--- config.mk ---
export PLATFORM = sky130hd
export DESIGN_NAME = exu_muldiv
export DESIGN_NICKNAME = d
export VERILOG_FILES = /design/src/rtl/exu_muldiv.sv
export SDC_FILE = /design/constraint.sdc
export NUM_CORES = 1
export LEC_CHECK = 0
export ABC_AREA = 1
export BUFFER_PORTS_ARGS = -buffer_cell sky130_fd_sc_hd__buf_2
export CELL_PAD_IN_SITES_DETAIL_PLACEMENT = 1
export CELL_PAD_IN_SITES_GLOBAL_PLACEMENT = 1
export CORE_MARGIN = 4
export CORE_UTILIZATION = 39
export CTS_BUF_LIST = sky130_fd_sc_hd__clkbuf_16
export CTS_CLUSTER_SIZE = 28
export DETAILED_ROUTE_END_ITERATION = 6
export HOLD_SLACK_MARGIN = 0.02
export PLACE_DENSITY = 0.87
export SYNTH_ARGS = -nofsm -noshare
export SYNTH_HDL_FRONTEND = slang
export SYNTH_SLANG_ARGS = --single-unit
export TNS_END_PERCENT = 5
--- constraint.sdc ---
create_clock -name clk -period 5.4 [get_ports clk]
set_clock_uncertainty 0.15 [all_clocks]
set_input_delay 1.08 -clock clk [delete_from_list [all_inputs] [get_ports clk]]
set_output_delay 1.08 -clock clk [all_outputs]
set_load 0.02 [all_outputs]
--- src/rtl/exu_muldiv.sv ---
// Multi-cycle RV32M multiply/divide unit: radix-2 shift-add multiply and
// restoring divide, with a one-cycle path for divide-by-zero and signed overflow.
module exu_muldiv #(
    parameter int XLEN  = 32,
    parameter int TAG_W = 5
) (
    input  logic             clk,
    input  logic             rst,
    input  logic             flush,
    input  logic             in_valid,
    output logic             in_ready,
    input  logic [2:0]       in_op,
    input  logic [XLEN-1:0]  in_rs1,
    input  logic [XLEN-1:0]  in_rs2,
    input  logic [TAG_W-1:0] in_tag,
    output logic             out_valid,
    input  logic             out_ready,
    output logic [XLEN-1:0]  out_result,
    output logic [TAG_W-1:0] out_tag,
    output logic             busy
);

    localparam int CW = $clog2(XLEN + 1);

    localparam logic [2:0] OP_MUL    = 3'd0;
    localparam logic [2:0] OP_MULH   = 3'd1;
    localparam logic [2:0] OP_MULHSU = 3'd2;
    localparam logic [2:0] OP_MULHU  = 3'd3;
    localparam logic [2:0] OP_DIV    = 3'd4;
    localparam logic [2:0] OP_DIVU   = 3'd5;
    localparam logic [2:0] OP_REM    = 3'd6;

    typedef enum logic [1:0] {IDLE, CALC, DONE} state_t;

    state_t           state;
    logic [CW-1:0]    counter;
    logic [XLEN-1:0]  acc_hi;
    logic [XLEN-1:0]  acc_lo;
    logic [XLEN-1:0]  opb;
    logic [2:0]       op;
    logic [TAG_W-1:0] tag;
    logic             neg;
    logic             fast;

    logic             is_div;
    logic             sgn1;
    logic             sgn2;
    logic             div_zero;
    logic             ovf;
    logic             fast_in;
    logic             neg_in;
    logic [XLEN-1:0]  mag1;
    logic [XLEN-1:0]  mag2;
    logic [XLEN-1:0]  fast_res;
    logic [XLEN-1:0]  min_val;

    assign min_val  = {1'b1, {(XLEN-1){1'b0}}};
    assign in_ready = (state == IDLE) && !flush;
    assign busy     = (state != IDLE);

    always_comb begin
        is_div   = in_op[2];
        sgn1     = in_rs1[XLEN-1] &&
                   ((in_op == OP_MULH) || (in_op == OP_MULHSU) ||
                    (in_op == OP_DIV)  || (in_op == OP_REM));
        sgn2     = in_rs2[XLEN-1] &&
                   ((in_op == OP_MULH) || (in_op == OP_DIV) ||
                    (in_op == OP_REM));
        mag1     = sgn1 ? -in_rs1 : in_rs1;
        mag2     = sgn2 ? -in_rs2 : in_rs2;
        div_zero = is_div && (in_rs2 == '0);
        ovf      = ((in_op == OP_DIV) || (in_op == OP_REM)) &&
                   (in_rs1 == min_val) && (&in_rs2);
        fast_in  = div_zero || ovf;
        // Remainder follows the dividend sign; everything else is sign1^sign2.
        neg_in   = (in_op == OP_REM) ? sgn1 : (sgn1 ^ sgn2);
        fast_res = '0;
        if (div_zero) begin
            fast_res = in_op[1] ? in_rs1 : '1;
        end else if (ovf) begin
            fast_res = in_op[1] ? '0 : in_rs1;
        end
    end

    logic [XLEN:0]   mul_sum;
    logic [XLEN:0]   div_shift;
    logic [XLEN-1:0] div_diff;
    logic            div_ge;
    logic [XLEN-1:0] nxt_hi;
    logic [XLEN-1:0] nxt_lo;

    always_comb begin
        mul_sum   = {1'b0, acc_hi} + (acc_lo[0] ? {1'b0, opb} : '0);
        div_shift = {acc_hi, acc_lo[XLEN-1]};
        div_ge    = div_shift >= {1'b0, opb};
        div_diff  = div_shift[XLEN-1:0] - opb;
        if (op[2]) begin
            nxt_hi = div_ge ? div_diff : div_shift[XLEN-1:0];
            nxt_lo = {acc_lo[XLEN-2:0], div_ge};
        end else begin
            nxt_hi = mul_sum[XLEN:1];
            nxt_lo = {mul_sum[0], acc_lo[XLEN-1:1]};
        end
    end

    logic [2*XLEN-1:0] prod;
    logic [2*XLEN-1:0] prod_s;
    logic [XLEN-1:0]   quot_s;
    logic [XLEN-1:0]   rem_s;
    logic [XLEN-1:0]   fin;

    always_comb begin
        prod   = {acc_hi, acc_lo};
        prod_s = neg ? -prod : prod;
        quot_s = neg ? -acc_lo : acc_lo;
        rem_s  = neg ? -acc_hi : acc_hi;
        fin    = '0;
        if (fast) begin
            fin = acc_lo;
        end else begin
            case (op)
                OP_MUL:    fin = prod_s[XLEN-1:0];
                OP_MULH,
                OP_MULHSU,
                OP_MULHU:  fin = prod_s[2*XLEN-1:XLEN];
                OP_DIV,
                OP_DIVU:   fin = quot_s;
                default:   fin = rem_s;
            endcase
        end
    end

    always_ff @(posedge clk or posedge rst) begin
        if (rst) begin
            state      <= IDLE;
            counter    <= '0;
            acc_hi     <= '0;
            acc_lo     <= '0;
            opb        <= '0;
            op         <= '0;
            tag        <= '0;
            neg        <= 1'b0;
            fast       <= 1'b0;
            out_valid  <= 1'b0;
            out_result <= '0;
            out_tag    <= '0;
        end else if (flush) begin
            state     <= IDLE;
            counter   <= '0;
            out_valid <= 1'b0;
        end else begin
            case (state)
                IDLE: begin
                    if (in_valid) begin
                        op      <= in_op;
                        tag     <= in_tag;
                        neg     <= neg_in;
                        fast    <= fast_in;
                        acc_hi  <= '0;
                        opb     <= is_div ? mag2 : mag1;
                        // Fast ops park their result in acc_lo and finish next edge.
                        if (fast_in) begin
                            acc_lo  <= fast_res;
                            counter <= '0;
                        end else begin
                            acc_lo  <= is_div ? mag1 : mag2;
                            counter <= CW'(XLEN);
                        end
                        state <= CALC;
                    end
                end
                CALC: begin
                    if (counter == '0) begin
                        out_result <= fin;
                        out_tag    <= tag;
                        out_valid  <= 1'b1;
                        state      <= DONE;
                    end else begin
                        acc_hi  <= nxt_hi;
                        acc_lo  <= nxt_lo;
                        counter <= counter - 1'b1;
                    end
                end
                DONE: begin
                    if (out_ready) begin
                        out_valid <= 1'b0;
                        state     <= IDLE;
                    end
                end
                default: state <= IDLE;
            endcase
        end
    end

endmodule

* After elaboration in Yosys (flattened, before gate mapping)
Cells that the tools add are included.
** Cells by class
- Add/subtract/negate cells :: 8
- Order comparisons :: 1
- Equality and inequality tests :: 18
- Multiplexer cells :: 39
- Bitwise operators :: 2
- Reduce and logical (&&, ||, !) cells :: 31
** Operators by type and width (count)
- two-way mux 32 bit :: 20
- negation 32 bit :: 4
- one-hot mux 32 bit (2 select lines) :: 2
- one-hot mux 32 bit (3 select lines) :: 1
- two-way mux 64 bit :: 1
- negation 64 bit :: 1
- adder 32 x 32 -> 33 bit :: 1
- greater-or-equal comparator 33 x 32 -> 1 bit :: 1
- equality test 32 bit, second input constant :: 1
- logical NOT 32 bit :: 1
- AND reduction 32 bit :: 1
- subtractor 32 bit :: 1
- two-way mux 6 bit :: 4
- AND reduction 3 bit :: 5
- equality test 3 bit, second input constant :: 4
- inequality test 3 bit, second input constant :: 4
- one-hot mux 6 bit (2 select lines) :: 1
- equality test 3 x 2 -> 1 bit, second input constant :: 3
- two-way mux 2 bit :: 4
- logical OR 1 bit :: 7
- equality test 3 x 1 -> 1 bit, second input constant :: 2
- logical AND 1 bit :: 6
- logical NOT 6 bit :: 1
- one-hot mux 2 bit (3 select lines) :: 1
- other kinds (16) :: 22
** Storage, ports and cells
- Register bits :: 152
- Input port bits :: 77
- Output and inout port bits :: 40
- Logic and storage cells :: 111

* Logic depth before layout (Yosys ltp)
- Depth in word-level cells :: 10
- Gate-level depth with buffers :: 22

* Worst setup path before layout
No wires, ideal clock.
- Path type :: flip-flop to flip-flop
- From :: register acc_lo[0]
- To :: register acc_hi[29]
- Library setup time :: 116 ps
- Data arrival time :: 2614 ps
- Path slack :: 2520 ps
- Stages on the path, launching flop included :: 22
- Path through :: dfrtp_1 -> buf_2 -> buf_1 -> nand2_1 -> inv_1 -> ha_1 -> inv_1 -> fa_1 -> inv_1 -> nand2_1 -> o21ai_0 -> nand2_1 -> nand2_1 -> nand3_1 -> nand2_1 -> nand2_1 -> nand3_1 -> nand3_1 -> nand2_1 -> inv_1 -> nand2_1 -> nand2_1
** Between the ends
- Word-level cells in the longest chain between the ends :: 5
** Ends and longest elaborated chain
- start: declaration :: RTL line 38 : logic [XLEN-1:0] acc_lo;
- start signal: assignment :: RTL line 163 : acc_lo <= fast_res;
- start signal: assignment :: RTL line 166 : acc_lo <= is_div ? mag1 : mag2;
- start signal: assignment :: RTL line 180 : acc_lo <= nxt_lo;
- two-way mux 32 bit :: RTL line 93 : mul_sum = {1'b0, acc_hi} + (acc_lo[0] ? {1'b0, opb} : '0);
- adder 32 x 32 -> 33 bit :: RTL line 93
- two-way mux 32 bit :: RTL line 97 : if (op[2]) begin
- two-way mux 32 bit :: RTL line 173 : if (counter == '0) begin
- one-hot mux 32 bit (2 select lines) :: RTL line 152 : case (state)
- end signal: assignment :: RTL line 179 : acc_hi <= nxt_hi;
- end: declaration :: RTL line 37 : logic [XLEN-1:0] acc_hi;
No other way between the ends. The select of a mux whose other input is x is not followed.
A chain may end at the register's enable or synchronous reset.

* Worst setup path after layout
- From :: register acc_lo[0]
- To :: register acc_hi[15]
The elaborated chain is that of the path after synthesis.

==> results.json <==
{
  "drive_gt1_frac": 0.0659,
  "ir_drop_v": 0.000301,
  "grt_setup_unrepaired": "false",
  "die_area_um2": 50900,
  "slew_headroom": 0.237,
  "crit_family": "compound AO/OA/AOI/OAI gates",
  "cts_tree": "built",
  "min_period_ns": 3.91,
  "fillers": 6778,
  "yosysWarnings": 0,
  "cts_sinks": 152,
  "muxShareOfSynthArea": 0,
  "critical_path.max_fanout": 19,
  "vias_per_cell": 6.00,
  "cap_violations": 0,
  "wl_per_cell_um": 22.9,
  "status": "finished, final reports clean",
  "grt_start_max_net_pins": 86,
  "cts_resized": 0,
  "drt-initial-drc-count": 2612,
  "root_buffer": "clkbuf_16",
  "ant_nets": 0,
  "crit_top_cell": "nand2_1",
  "slowest_delay_ns": 0.89,
  "worst_ep_required_time_ns": 5.61,
  "finalSetupViolCount": 0,
  "avgSynthCellArea_um2": 5.54,
  "ctsHoldBuffers": 0,
  "routed_wl_um": 91800,
  "via_count": 24000,
  "fin_setup_tns_ns": 0,
  "slew_violations": 0,
  "crit_slowest_cell": "dfrtp_1",
  "cp-start-kind": "flop",
  "io_buffers": 116,
  "nNetsFinal": 3534,
  "final_cells": 4005,
  "clkTransAtPathRegs_ns": 0.07,
  "rows": 79,
  "final_cell_mix": "nand2_1 (1078), nor2_1 (434), inv_1 (392)",
  "antenna_found_initial": 0,
  "place.gp.congestion": 1.02,
  "cts-htree-levels": 4,
  "worstPathCellList": "nand2_1, inv_1, ha_1, inv_1, fa_1, inv_1, nand2_1, o21ai_0, nand2_1, nand2_1, nand2_1, nand2_1, o21ai_0, o21ai_0, nand3b_1, nand2_1",
  "grt_pass1_vias": 23600,
  "layout_commonest_cell": "nand2_1",
  "syn_to_final_growth_pct": 9.14,
  "dpl.cell_count": 3973,
  "diodes": 0,
  "path_class": "flop to flop",
  "die_h_um": 226,
  "io_pins": 117,
  "highest_layer": "met4",
  "syn_inst": 3333,
  "post-cts-setup-buffer-count": 0,
  "numCtsBuffers": 17,
  "ys_seq_elements": 152,
  "yosys.area_share.xor_xnor": 0.0251,
  "met1Wirelength_um": 36500,
  "grt_pass1_wl_um": 139000,
  "yosys.cell_types.count": 55,
  "track_usage": 0.353,
  "drt_first_pass_iters": 6,
  "worstMarginPinSlew_ns": 1.14,
  "dieWidth_um": 226,
  "synth_fp_nets": 3482,
  "yosysSeqAreaShare": 0.206,
  "met3_length_um": 8660,
  "final_core_util": 0.432,
  "synthAdderAreaFrac": 0.0496,
  "stdcell_area_um2": 20200,
  "fin_crit_sh": 0.724,
  "start_util": 0.396,
  "fmax_ghz": 0.256,
  "placed_cell_area_um2": 19600,
  "synth_top_family_by_area": "simple AND/OR/NAND/NOR gates",
  "critical_path_buf_inv_count": 3,
  "p_leak_uw": 0.0105,
  "yosys.area_share.simple": 0.441,
  "core_area_um2": 46700,
  "dr_wl_met2_um": 39700,
  "clock_latency_ns": 0.48,
  "clockBufferDepth": 2,
  "grt_overflow_total": 0,
  "syn_area_um2": 18500,
  "synth_compound_area_frac": 0.170,
  "arrival_ns": 4.12,
  "r2r_slack_ns": 1.49,
  "power.density_nw_per_um2": 628,
  "cp-end-kind": "flop",
  "holdCritPathClass": "flop to flop",
  "place_hpwl_um": 73000,
  "drc": 0,
  "finalHoldViolCount": 0
}
cells in the mapped netlist (all sizes together):
cell     instances  area (um2)
xor2            41         359
nor3b            1        7.51
o2111ai          2        17.5
clkinv           3        11.3
nor2           449        1750
a211oi           3        22.5
clkbuf          66         248
buf             41         216
a31oi            9        56.3
o21ai          252        1270
a211o            5        43.8
o221ai           6        52.6
o211ai          19         143
nand3b          18         135
a221o            2        20.0
a21o             5        37.5
dfrtp          152        3800
o311ai           1        8.76
nor4             3        18.8
o22ai            2        12.5
inv            404        1520
a221oi           1        8.76
a21oi          247        1250
nand3          307        1550
ha              70         876
o41ai            1        8.76
and3             2        12.5
nand2         1086        4110
or2              5        31.3
fa               2        40.0
a22oi            8        60.1
xnor2           12         105
nor3            35         201
nand4           51         319
o31ai            1        7.51
and2             5        31.3
o21bai           9        67.6
o21a             6        45.0
a2111oi          1        8.76
cell type report:
cell class                 instances  area [um2]  share of cell area
inverter                         407        1530              0.0760
sequential                       152        3800               0.189
tap                              607         759              0.0377
timing repair buffer             140         773              0.0383
clock buffer                      17         425              0.0211
multi-input combinational       2667       12700               0.629
clock inverter                    15         183             0.00906
metal layers:
layer	global-route usage	vias up
li1	-	10900
met1	0.452	11500
met2	0.549	1262
met3	0.0641	363
met4	0.222	0
met5	0	-
power breakdown:
part / leakage (uW) / switching [uW] / internal, uW / total, uW
combinational: 0.00836 / 6260 / 2490 / 8750
sequential: 0.00188 / 956 / 1640 / 2600
clock: 0.000299 / 621 / 702 / 1320
state kept, by name, summed over array words and instances (netlist names):
name and cells:
acc_hi 32, acc_lo 32, opb 32, out_result 32
counter 6, out_tag 5, tag 5, op 3
state 2, fast 1, neg 1, out_valid 1
kinds of logic after synthesis:
kind of cell	Yosys count
buffers and inverters	514
AO/OA/AOI/OAI	580
XOR/XNOR	53
AND/OR/NAND/NOR	1962
adder cells (fa/ha/maj)	72
flip-flops	152
path summary, 6_finish.rpt:
check	startpoint	to	cells past startpoint
hold / removal	out_result[23]	out_result[23]	2
hold reg to reg	out_result[23]	out_result[23]	2
max in group asynchronous	rst	opb[29]	3
setup / recovery	acc_lo[0]	acc_hi[15]	16
setup reg to reg	acc_lo[0]	acc_hi[15]	16
min in group asynchronous	rst	out_result[31]	2
per-stage QoR:
stage | setup WS, ns | hold WS [ns] | total power [uW]
2_1_floorplan | 0.0769 | 0.299 | 7920
3_3_place_gp | 1.53 | 0.301 | 10700
3_5_place_dp | 1.51 | 0.312 | 11000
4_1_cts | 1.60 | 0.330 | 12300
5_1_grt | 1.27 | 0.350 | 13500
6_report | 1.49 | 0.328 | 12700
worst reg2reg max path, stage by stage, from the launching register on:
cell      delay (ns)
dfrtp_1         0.89
nand2_1         0.11
inv_1           0.09
ha_1            0.28
inv_1           0.12
fa_1            0.38
inv_1           0.09
nand2_1         0.08
o21ai_0         0.54
nand2_1         0.10
nand2_1         0.16
nand2_1         0.09
nand2_1         0.08
o21ai_0         0.08
o21ai_0         0.35
nand3b_1        0.16
nand2_1         0.06
Power figures use the tool's default switching activity.
